### config.mk
export PLATFORM = sky130hd
export DESIGN_NAME = i2c_eeprom_slave_flat
export DESIGN_NICKNAME = d
export VERILOG_FILES = /design/src/rtl/i2c_eeprom_slave_if.sv /design/src/rtl/i2c_eeprom_slave.sv /design/src/flat_wrapper.sv
export SDC_FILE = /design/constraint.sdc
export NUM_CORES = 1
export LEC_CHECK = 0
export CAP_MARGIN = 20
export CORE_ASPECT_RATIO = 0.7
export CORE_UTILIZATION = 65
export DETAILED_ROUTE_END_ITERATION = 7
export DONT_BUFFER_PORTS = 1
export GPL_ROUTABILITY_DRIVEN = 1
export PLACE_DENSITY_LB_ADDON = 0.1
export SYNTH_ARGS = -nofsm -noshare
export SYNTH_HDL_FRONTEND = slang
export SYNTH_SLANG_ARGS = --single-unit
### constraint.sdc
create_clock -name clk -period 4.7 [get_ports clk]
set_clock_uncertainty 0.05 [all_clocks]
set_input_delay 1.41 -clock clk [delete_from_list [all_inputs] [get_ports clk]]
set_output_delay 1.41 -clock clk [all_outputs]
set_load 0.03 [all_outputs]
### src/rtl/i2c_eeprom_slave_if.sv
// rtl/i2c_eeprom_slave_if.sv - I2C pad levels and byte-RAM port of the EEPROM responder
`timescale 1ns/1ps
interface i2c_eeprom_slave_if;
  logic       scl_in;
  logic       sda_in;
  logic       sda_oe;
  logic [7:0] mem_addr;
  logic [7:0] mem_wdata;
  logic       mem_we;
  logic [7:0] mem_rdata;
  logic       busy;

  modport slave (
    input  scl_in, sda_in, mem_rdata,
    output sda_oe, mem_addr, mem_wdata, mem_we, busy
  );

  modport master (
    output scl_in, sda_in, mem_rdata,
    input  sda_oe, mem_addr, mem_wdata, mem_we, busy
  );
endinterface

### src/rtl/i2c_eeprom_slave.sv
// rtl/i2c_eeprom_slave.sv - oversampled I2C responder presenting a 256-byte EEPROM
`timescale 1ns/1ps
module i2c_eeprom_slave #(
  parameter logic [6:0] DEV_ADDR    = 7'h50,
  parameter int         SYNC_STAGES = 2
) (
  input  logic               clk,
  input  logic               reset_l,
  i2c_eeprom_slave_if.slave  bus
);

  typedef enum logic [3:0] {
    S_IDLE, S_DEV_ADDR, S_DEV_ACK, S_WORD_ADDR, S_WORD_ACK,
    S_WRITE_DATA, S_WRITE_ACK, S_READ_DATA, S_READ_ACK
  } state_t;

  logic [SYNC_STAGES-1:0] scl_sync, sda_sync;
  logic scl_s, scl_p, sda_s, sda_p;
  logic scl_rise, scl_fall, start_det, stop_det;

  state_t     state, state_nxt;
  logic [2:0] bit_cnt, bit_cnt_nxt;
  logic [7:0] shift, shift_nxt;
  logic [7:0] ptr, ptr_nxt;
  logic       rw, rw_nxt;
  logic       ack_phase, ack_phase_nxt;
  logic       sda_oe_r, sda_oe_nxt;
  logic       busy_r, busy_nxt;
  logic       mem_we_r, mem_we_nxt;
  logic [7:0] mem_wdata_r, mem_wdata_nxt;
  logic [7:0] mem_addr_r;
  logic [7:0] byte_in;

  assign scl_s = scl_sync[SYNC_STAGES-1];
  assign sda_s = sda_sync[SYNC_STAGES-1];

  // Idle bus is high, so the synchronizers reset high to avoid a phantom edge on release.
  always_ff @(posedge clk or negedge reset_l) begin
    if (!reset_l) begin
      scl_sync <= '1;
      sda_sync <= '1;
      scl_p    <= 1'b1;
      sda_p    <= 1'b1;
    end else begin
      scl_sync <= {scl_sync[SYNC_STAGES-2:0], bus.scl_in};
      sda_sync <= {sda_sync[SYNC_STAGES-2:0], bus.sda_in};
      scl_p    <= scl_s;
      sda_p    <= sda_s;
    end
  end

  assign scl_rise  = scl_s & ~scl_p;
  assign scl_fall  = ~scl_s & scl_p;
  assign start_det = scl_s & scl_p & sda_p & ~sda_s;
  assign stop_det  = scl_s & scl_p & ~sda_p & sda_s;
  assign byte_in   = {shift[6:0], sda_s};

  always_ff @(posedge clk or negedge reset_l) begin
    if (!reset_l) begin
      state       <= S_IDLE;
      bit_cnt     <= 3'd7;
      shift       <= 8'h00;
      ptr         <= 8'h00;
      rw          <= 1'b0;
      ack_phase   <= 1'b0;
      sda_oe_r    <= 1'b0;
      busy_r      <= 1'b0;
      mem_we_r    <= 1'b0;
      mem_wdata_r <= 8'h00;
      mem_addr_r  <= 8'h00;
    end else begin
      state       <= state_nxt;
      bit_cnt     <= bit_cnt_nxt;
      shift       <= shift_nxt;
      ptr         <= ptr_nxt;
      rw          <= rw_nxt;
      ack_phase   <= ack_phase_nxt;
      sda_oe_r    <= sda_oe_nxt;
      busy_r      <= busy_nxt;
      mem_we_r    <= mem_we_nxt;
      mem_wdata_r <= mem_wdata_nxt;
      mem_addr_r  <= ptr;
    end
  end

  always_comb begin
    state_nxt     = state;
    bit_cnt_nxt   = bit_cnt;
    shift_nxt     = shift;
    ptr_nxt       = ptr;
    rw_nxt        = rw;
    ack_phase_nxt = ack_phase;
    sda_oe_nxt    = sda_oe_r;
    busy_nxt      = busy_r;
    mem_we_nxt    = 1'b0;
    mem_wdata_nxt = mem_wdata_r;

    if (start_det) begin
      state_nxt     = S_DEV_ADDR;
      bit_cnt_nxt   = 3'd7;
      ack_phase_nxt = 1'b0;
      sda_oe_nxt    = 1'b0;
      busy_nxt      = 1'b1;
    end else if (stop_det) begin
      state_nxt     = S_IDLE;
      ack_phase_nxt = 1'b0;
      sda_oe_nxt    = 1'b0;
      busy_nxt      = 1'b0;
    end else begin
      case (state)
        S_DEV_ADDR, S_WORD_ADDR, S_WRITE_DATA: begin
          if (scl_rise) begin
            shift_nxt   = byte_in;
            bit_cnt_nxt = bit_cnt - 3'd1;
            if (bit_cnt == 3'd0) begin
              ack_phase_nxt = 1'b0;
              if (state == S_DEV_ADDR) begin
                rw_nxt    = sda_s;
                state_nxt = (byte_in[7:1] == DEV_ADDR) ? S_DEV_ACK : S_IDLE;
              end else if (state == S_WORD_ADDR) begin
                ptr_nxt   = byte_in;
                state_nxt = S_WORD_ACK;
              end else begin
                mem_we_nxt    = 1'b1;
                mem_wdata_nxt = byte_in;
                ptr_nxt       = ptr + 8'd1;
                state_nxt     = S_WRITE_ACK;
              end
            end
          end
        end
        // First fall after the byte starts the ACK, the second one ends it.
        S_DEV_ACK, S_WORD_ACK, S_WRITE_ACK: begin
          if (scl_fall) begin
            if (!ack_phase) begin
              sda_oe_nxt    = 1'b1;
              ack_phase_nxt = 1'b1;
            end else begin
              ack_phase_nxt = 1'b0;
              bit_cnt_nxt   = 3'd7;
              sda_oe_nxt    = 1'b0;
              if (state == S_WORD_ACK && rw) begin
                state_nxt  = S_READ_DATA;
                shift_nxt  = bus.mem_rdata;
                sda_oe_nxt = ~bus.mem_rdata[7];
              end else if (state == S_DEV_ACK) begin
                state_nxt = S_WORD_ADDR;
              end else begin
                state_nxt = S_WRITE_DATA;
              end
            end
          end
        end
        S_READ_DATA: begin
          if (scl_rise) begin
            bit_cnt_nxt = bit_cnt - 3'd1;
            if (bit_cnt == 3'd0) begin
              state_nxt     = S_READ_ACK;
              ptr_nxt       = ptr + 8'd1;
              ack_phase_nxt = 1'b0;
            end
          end else if (scl_fall) begin
            sda_oe_nxt = ~shift[bit_cnt];
          end
        end
        S_READ_ACK: begin
          if (scl_fall) begin
            if (!ack_phase) begin
              sda_oe_nxt    = 1'b0;
              ack_phase_nxt = 1'b1;
            end else begin
              ack_phase_nxt = 1'b0;
              bit_cnt_nxt   = 3'd7;
              state_nxt     = S_READ_DATA;
              shift_nxt     = bus.mem_rdata;
              sda_oe_nxt    = ~bus.mem_rdata[7];
            end
          end
        end
        default: ;
      endcase
    end
  end

  assign bus.sda_oe    = sda_oe_r;
  assign bus.busy      = busy_r;
  assign bus.mem_we    = mem_we_r;
  assign bus.mem_wdata = mem_wdata_r;
  assign bus.mem_addr  = mem_addr_r;

endmodule

### src/flat_wrapper.sv
// flat-port wrapper written by rule: the top's interface ports become plain ports
module i2c_eeprom_slave_flat 
#(
  parameter logic [6:0] DEV_ADDR    = 7'h50,
  parameter int         SYNC_STAGES = 2
)
  (clk, reset_l, bus_scl_in, bus_sda_in, bus_mem_rdata, bus_sda_oe, bus_mem_addr, bus_mem_wdata, bus_mem_we, bus_busy);
  i2c_eeprom_slave_if bus_i ();
  input  logic clk;
  input  logic reset_l;
  input wire logic [$bits(bus_i.scl_in)-1:0] bus_scl_in;
  input wire logic [$bits(bus_i.sda_in)-1:0] bus_sda_in;
  input wire logic [$bits(bus_i.mem_rdata)-1:0] bus_mem_rdata;
  output wire logic [$bits(bus_i.sda_oe)-1:0] bus_sda_oe;
  output wire logic [$bits(bus_i.mem_addr)-1:0] bus_mem_addr;
  output wire logic [$bits(bus_i.mem_wdata)-1:0] bus_mem_wdata;
  output wire logic [$bits(bus_i.mem_we)-1:0] bus_mem_we;
  output wire logic [$bits(bus_i.busy)-1:0] bus_busy;
  assign bus_i.scl_in = bus_scl_in;
  assign bus_i.sda_in = bus_sda_in;
  assign bus_i.mem_rdata = bus_mem_rdata;
  assign bus_sda_oe = bus_i.sda_oe;
  assign bus_mem_addr = bus_i.mem_addr;
  assign bus_mem_wdata = bus_i.mem_wdata;
  assign bus_mem_we = bus_i.mem_we;
  assign bus_busy = bus_i.busy;
  i2c_eeprom_slave #(.DEV_ADDR(DEV_ADDR), .SYNC_STAGES(SYNC_STAGES)) u_core (.clk(clk), .reset_l(reset_l), .bus(bus_i));
endmodule
==> reports/metrics.yaml, run 1 <==
synth-async-reset-ratio_pct: 100
path_max_fanout: 19
cts_tree: "done"
peakVddDrop_mv: 0.316
worst_pin_slew_ns: 0.962
crit_path_max_incr_delay_ns: 0.79
required_ns: 4.83
synthesis.instances: 268
pin_count: 31
drc: 0
end_kind: "flop"
fin_crit_ns: 2.62
max_cap_viol_count: 0
synthMuxAreaShare_pct: 11.4
rsz0062_at_grt: "no"
clock-sinks: 50
vias: 1988
grt_max_degree: 51
num_antenna_cells: 0
synth_nets: 283
synth_compound_area_share_pct: 14.5
synthSimpleGateAreaFrac_pct: 20.9
drt_iter0_drc: 249
power_w: 0.00143
run_status: "finished clean"
vias_per_cell: 6.33
synthTopCellsByArea: "dfrtp_1 (38%), dfstp_2 (8.8%), nand2_1 (7.0%)"
crit_chain: "nor2b_1 -> a32oi_2 -> o221ai_2 -> o31ai_4 -> mux2_4"
num_rows: 19
post_cts_resized: 0
grt_usage_pct: 28.0
criticalPathCategory: "flop to flop"
p_per_area_mw_per_mm2: 515
ant_nets: 0
core_area_sq_mm: 0.00392
gp_congestion: 0.908
ys_seq_area_share_pct: 47.2
totalWireLength_mm: 5.55
n_fill_cell: 310
hold_viol_final: 0
post-place-ws_ns: 1.93
nets: 276
synth-seq-cells: 50
clock_latency_ns: 0.30
synth.distinct_cells: 53
total_leakage_power_nw: 1.27
root_buffer: "clkbuf_8"
crit_slowest_cell: "dfrtp_1"
synth_edf_count: 0
crit_path_start_kind: "flop"
drtPass1Iterations: 5
fmax_mhz: 381
dp_cells: 305
start_util_pct: 68.2
antenna_found_initial: 0
post-dp-hpwl_mm: 3.75
setup_viol: 0
dieArea_sq_mm: 0.00438
wl_per_cell_um: 17.7
fp.dieW_um: 78.7
clk_pin_slew_ns: 0.09
crit_arrival_ns: 2.76
ctsHoldBuffers: 0
setup_tns_ns: 0
synth_top_area_share_pct: 38.3
area.sequential_sq_mm: 0.00126
relSlewSlack_pct: 35.9
first_global_vias: 1807
worstHoldPathType: "flop to flop"
fin_cells: 314
fin_ws_ns: 2.08
clk_path_buf_depth: 2
netlist_area_sq_mm: 0.00268
portBuffers: 0
drv_slew: 0
htree_levels: 2
grt_pass1_wl_mm: 9.25
die_h_um: 55.7
yosysWarnings: 0
synth-xor-area-share_pct: 0.655
cts_setup_buffers: 0
avgSynthCellArea_sq_um: 9.99
gr-total-overflow: 0
drive_gt1_share_pct: 17.6
yosysTopAreaCell: "dfrtp_1"
synth_top_family_by_area: "simple AND/OR/NAND/NOR gates"
multi_input_area_sq_mm: 0.00131
period_share_pct: 55.8
area.growth.synth_to_final_pct: 3.74
cts_made_buffers: 5
synth_fa_ha_area_share_pct: 1.40
synthFlopType: "dfrtp_1"
## final timing paths
kind,startpoint,endpoint,slack (ns),cells after the start
setup / recovery,u_core.state[3]$_DFFE_PN0P_,u_core.shift[7]$_DFFE_PN0P_,2.08,5
hold / removal,u_core.scl_sync[0]$_DFF_PN1_,u_core.scl_sync[1]$_DFF_PN1_,0.31,0
setup reg to reg,u_core.state[3]$_DFFE_PN0P_,u_core.shift[7]$_DFFE_PN0P_,2.08,5
hold reg to reg,u_core.scl_sync[0]$_DFF_PN1_,u_core.scl_sync[1]$_DFF_PN1_,0.31,0
max in group asynchronous,reset_l,u_core.bit_cnt[1]$_DFFE_PN1P_,3.67,0
min in group asynchronous,reset_l,u_core.bus.mem_wdata[1]$_DFFE_PN0P_,0.74,0
## synthesized netlist by cell type, drive strengths merged, types with 2 or more instances
master	n
mux2	19
o22ai	5
or3	2
and2	2
buf	9
a21oi	18
a21o	2
nand2b	5
nand2	50
or2	4
nand3b	2
nor2b	3
dfrtp	41
nor2	14
a2bb2oi	4
dfstp	9
mux2i	6
o311ai	2
ha	3
nor3	7
a31oi	2
a211o	2
and3	3
nor4	2
inv	6
xor2	2
nand4b	2
o31ai	3
clkbuf	6
o21ai	7
a21boi	2
nand3	9
## routing by layer
metal / GRT usage [%] / up-vias / wire length [um]
met5: 0 / - / 0
met4: 8.47 / 0 / 59
met3: 4.75 / 4 / 396
met2: 37.5 / 79 / 2340
met1: 45.5 / 967 / 2750
li1: - / 938 / -
## kinds of logic (layout without fill, tap and decap cells)
kind of cell,count (synthesis),in the layout
AOI/OAI and AO/OA,55,55
xor gates and xnor gates,2,2
buffers and inverters,22,16
and+or+nand+nor,111,111
muxes,25,25
adders and majority gates,3,3
DFF,50,50
## registers in the layout, summed over array words and instances (netlist names), 2 cells and up
name	count
u_core.scl_sync	2
u_core.ptr	8
u_core.shift	8
u_core.bus.mem_wdata	8
u_core.bit_cnt	3
u_core.state	4
u_core.sda_sync	2
u_core.bus.mem_addr	8
## area by class of cell
cell class	count	area share, %
clock inverters	1	1.08
inverters	7	0.946
multi-input cells	196	47.1
well taps	52	2.34
repair buffers	1	0.270
flip-flops and latches	50	45.5
clock buffers	7	2.75
## cell usage in the layout (no fill, tap or decap), types with 7 or more instances in the layout
cell type / synthesis / final
nor3_1: 7 / 7
mux2_4: 8 / 8
nand2_1: 50 / 50
a21oi_1: 18 / 18
dfrtp_1: 41 / 41
nand3_1: 9 / 9
nor2_1: 14 / 14
dfstp_2: 9 / 9
o21ai_0: 7 / 7
mux2_2: 11 / 11
## worst max-delay path: cells and delay by family (launching register included)
kind / cells / cell delay, ns
AO/OA/AOI/OAI: 3 / 1.01
multiplexers: 1 / 0.35
AND/OR/NAND/NOR: 1 / 0.30
flip-flops: 1 / 0.79
## report_power, final
group          internal, W  total [W]  leakage [nW]  switching, W
clock network     0.000159   0.000295        0.0524      0.000136
registers         0.000526   0.000712         0.645      0.000187
logic             0.000229   0.000422         0.570      0.000193
total             0.000914    0.00143          1.27      0.000516
## through the flow
stage / instance area, sq um / hold WS (ns) / util (%)
final: 2780 / 0.309 / 70.8
after global routing: 2780 / 0.314 / 70.8
after CTS: 2770 / 0.310 / 70.6
after detailed placement: 2660 / 0.297 / 67.9
after global placement: 2660 / 0.295 / 67.9
after floorplan: 2680 / 0.295 / -
(Power assumes the default switching activity.)
==> run 2: changes to the inputs <==
--- a/config.mk
+++ b/config.mk
@@ -7,7 +7,7 @@
 export LEC_CHECK = 0
 export CAP_MARGIN = 20
 export CORE_ASPECT_RATIO = 0.7
-export CORE_UTILIZATION = 65
+export CORE_UTILIZATION = 57
 export DETAILED_ROUTE_END_ITERATION = 7
 export DONT_BUFFER_PORTS = 1
 export GPL_ROUTABILITY_DRIVEN = 1
==> constraint.sdc (replaced) <==
create_clock -name clk -period 2.2 [get_ports clk]
set_clock_uncertainty 0.05 [all_clocks]
set_input_delay 0.66 -clock clk [delete_from_list [all_inputs] [get_ports clk]]
set_output_delay 0.66 -clock clk [all_outputs]
set_load 0.03 [all_outputs]
==> reports/metrics.yaml, run 2 (synthesis gave the netlist of run 1 again) <==
cts_made_buffers: 5  # unchanged
gr-total-overflow: 0  # unchanged
crit_chain: "nand2b_1 -> a21oi_1 -> nor4_4 -> o31ai_4 -> buf_12 -> mux2_4"
crit_arrival_ns: 2.22  # -0.54 ns
fin_cells: 333  # +6.1%
post-dp-hpwl_mm: 4.11  # +9.6%
required_ns: 2.34  # -2.49 ns
crit_buf_inv: 1  # +1
crit_path_max_incr_delay_ns: 0.61  # -0.18 ns
worst_pin_slew_ns: 0.625  # -0.337 ns
fmax_mhz: 482  # +27%
dp_cells: 324  # +6.2%
clk_path_buf_depth: 2  # unchanged
rsz0062_at_grt: "no"
drc: 10  # +10
worstHoldPathType: "input port to async pin"
run_status: "complete, but fails checks"
hold_viol_final: 0  # unchanged
criticalPathCategory: "flop to flop"
peakVddDrop_mv: 0.600  # +90%
violations: "DRC"
final_common_cell: "nand2_1"
relSlewSlack_pct: 58.0  # +22 points
max_cap_viol_count: 0  # unchanged
nets: 292  # +5.8%
cp_top_family: "flip-flops"
grt_max_degree: 42  # -18%
core_area_sq_mm: 0.00443  # +13%
end_kind: "flop"
crit_path_start_kind: "flop"
drv_slew: 0  # unchanged
gp_congestion: 0.926  # +2.0%
cts_setup_buffers: 0  # unchanged
htree_levels: 2  # unchanged
portBuffers: 0  # unchanged
p_per_area_mw_per_mm2: 1050  # +100%
area.growth.synth_to_final_pct: 9.72
total_leakage_power_nw: 1.36  # +7.0%
drive_gt1_share_pct: 23.4  # +5.8 points
grt_usage_pct: 25.5  # -2.4 points
die_h_um: 59.3  # +6.5%
area.sequential_sq_mm: 0.00126  # about the same
totalWireLength_mm: 5.95  # +7.3%
num_antenna_cells: 0  # unchanged
fp.dieW_um: 83.9  # +6.6%
fin_crit_ns: 2.07  # -0.551 ns
setup_viol: 0  # unchanged
drt_iter0_drc: 138  # -45%
multi_input_area_sq_mm: 0.00132  # +0.67%
ant_nets: 0  # unchanged
final_cell_mix: "nand2_1 (50), dfrtp_1 (40), a21oi_1 (18)"
path_max_fanout: 8  # -11
n_fill_cell: 351  # +13%
root_buffer: "clkbuf_8"
num_rows: 20  # +1
start_util_pct: 60.4  # -7.8 points
dieArea_sq_mm: 0.00498  # +14%
clk_pin_slew_ns: 0.09  # about the same
clock_latency_ns: 0.31  # about the same
antenna_found_initial: 0  # unchanged
vias: 2007  # +0.96%
cts_tree: "done"
first_global_vias: 1901  # +5.2%
grt_pass1_wl_mm: 9.54  # +3.1%
vias_per_cell: 6.03  # -4.8%
wl_per_cell_um: 17.9  # +1.1%
crit_slowest_cell: "dfstp_2"
pin_count: 31  # unchanged
setup_tns_ns: 0  # unchanged
drtPass1Iterations: 6  # +1
period_share_pct: 94.3  # +38 points
clock-sinks: 50  # unchanged
-- run 2: worst paths after layout --
check	startpoint	to	slack (ns)	cells past startpoint
max reg2reg	u_core.scl_sync[1]$_DFF_PN1_	u_core.shift[5]$_DFFE_PN0P_	0.13	6
max	u_core.scl_sync[1]$_DFF_PN1_	u_core.shift[5]$_DFFE_PN0P_	0.13	6
min reg2reg	u_core.sda_sync[0]$_DFF_PN1_	u_core.sda_sync[1]$_DFF_PN1_	0.31	0
min	reset_l	u_core.state[3]$_DFFE_PN0P_	0.13	1
min in group clk	bus_scl_in	u_core.scl_sync[0]$_DFF_PN1_	0.29	0
max in group asynchronous	reset_l	u_core.ptr[0]$_DFFE_PN0P_	1.76	1
-- run 2: layout make-up --
cell class	count	share of cell area, %
inverter	7	0.895
tap	55	2.34
timing repair buffer	17	5.62
multi-input combinational	196	44.9
clock buffer	6	2.81
clock inverter	2	0.426
sequential	50	43.0
-- run 2: repair_timing --
action                                 4_1_cts  5_1_grt
hold buffers                                 1        0
endpoints found under the hold margin       41        0
setup endpoints to repair                    0        8
gates resized for setup                      0        2
-- run 2: per-layer routing --
| layer | vias up | global-route usage [%] | share of wire (%) |
|---|---|---|---|
| li1 | 966 | - | - |
| met1 | 967 | 38.2 | 51 |
| met2 | 62 | 36.8 | 42 |
| met3 | 12 | 5.99 | 5.4 |
| met4 | 0 | 7.88 | 1.4 |
| met5 | - | 0 | 0 |
-- run 2: metrics by stage --
step | power, W | hold WS [ns] | instance area [sq um] | util (%) | setup slack, ns
5_1_grt | 0.00327 | 0.121 | 2940 | 66.3 | 0.0443
2_1_floorplan | 0.00221 | 0.295 | 2680 | - | 0.133
4_1_cts | 0.00307 | 0.127 | 2930 | 66.1 | 0.102
6_report | 0.00309 | 0.129 | 2940 | 66.3 | 0.126
3_3_place_gp | 0.00247 | 0.300 | 2810 | 63.5 | 0.176
3_5_place_dp | 0.00249 | 0.299 | 2810 | 63.5 | 0.115
-- run 2: where the power goes --
group,internal [W],total [W],leakage (nW),switching (W)
logic,0.000556,0.00103,0.666,0.000478
clock network,0.000253,0.000562,0.0472,0.000309
registers,0.00112,0.00150,0.644,0.000372
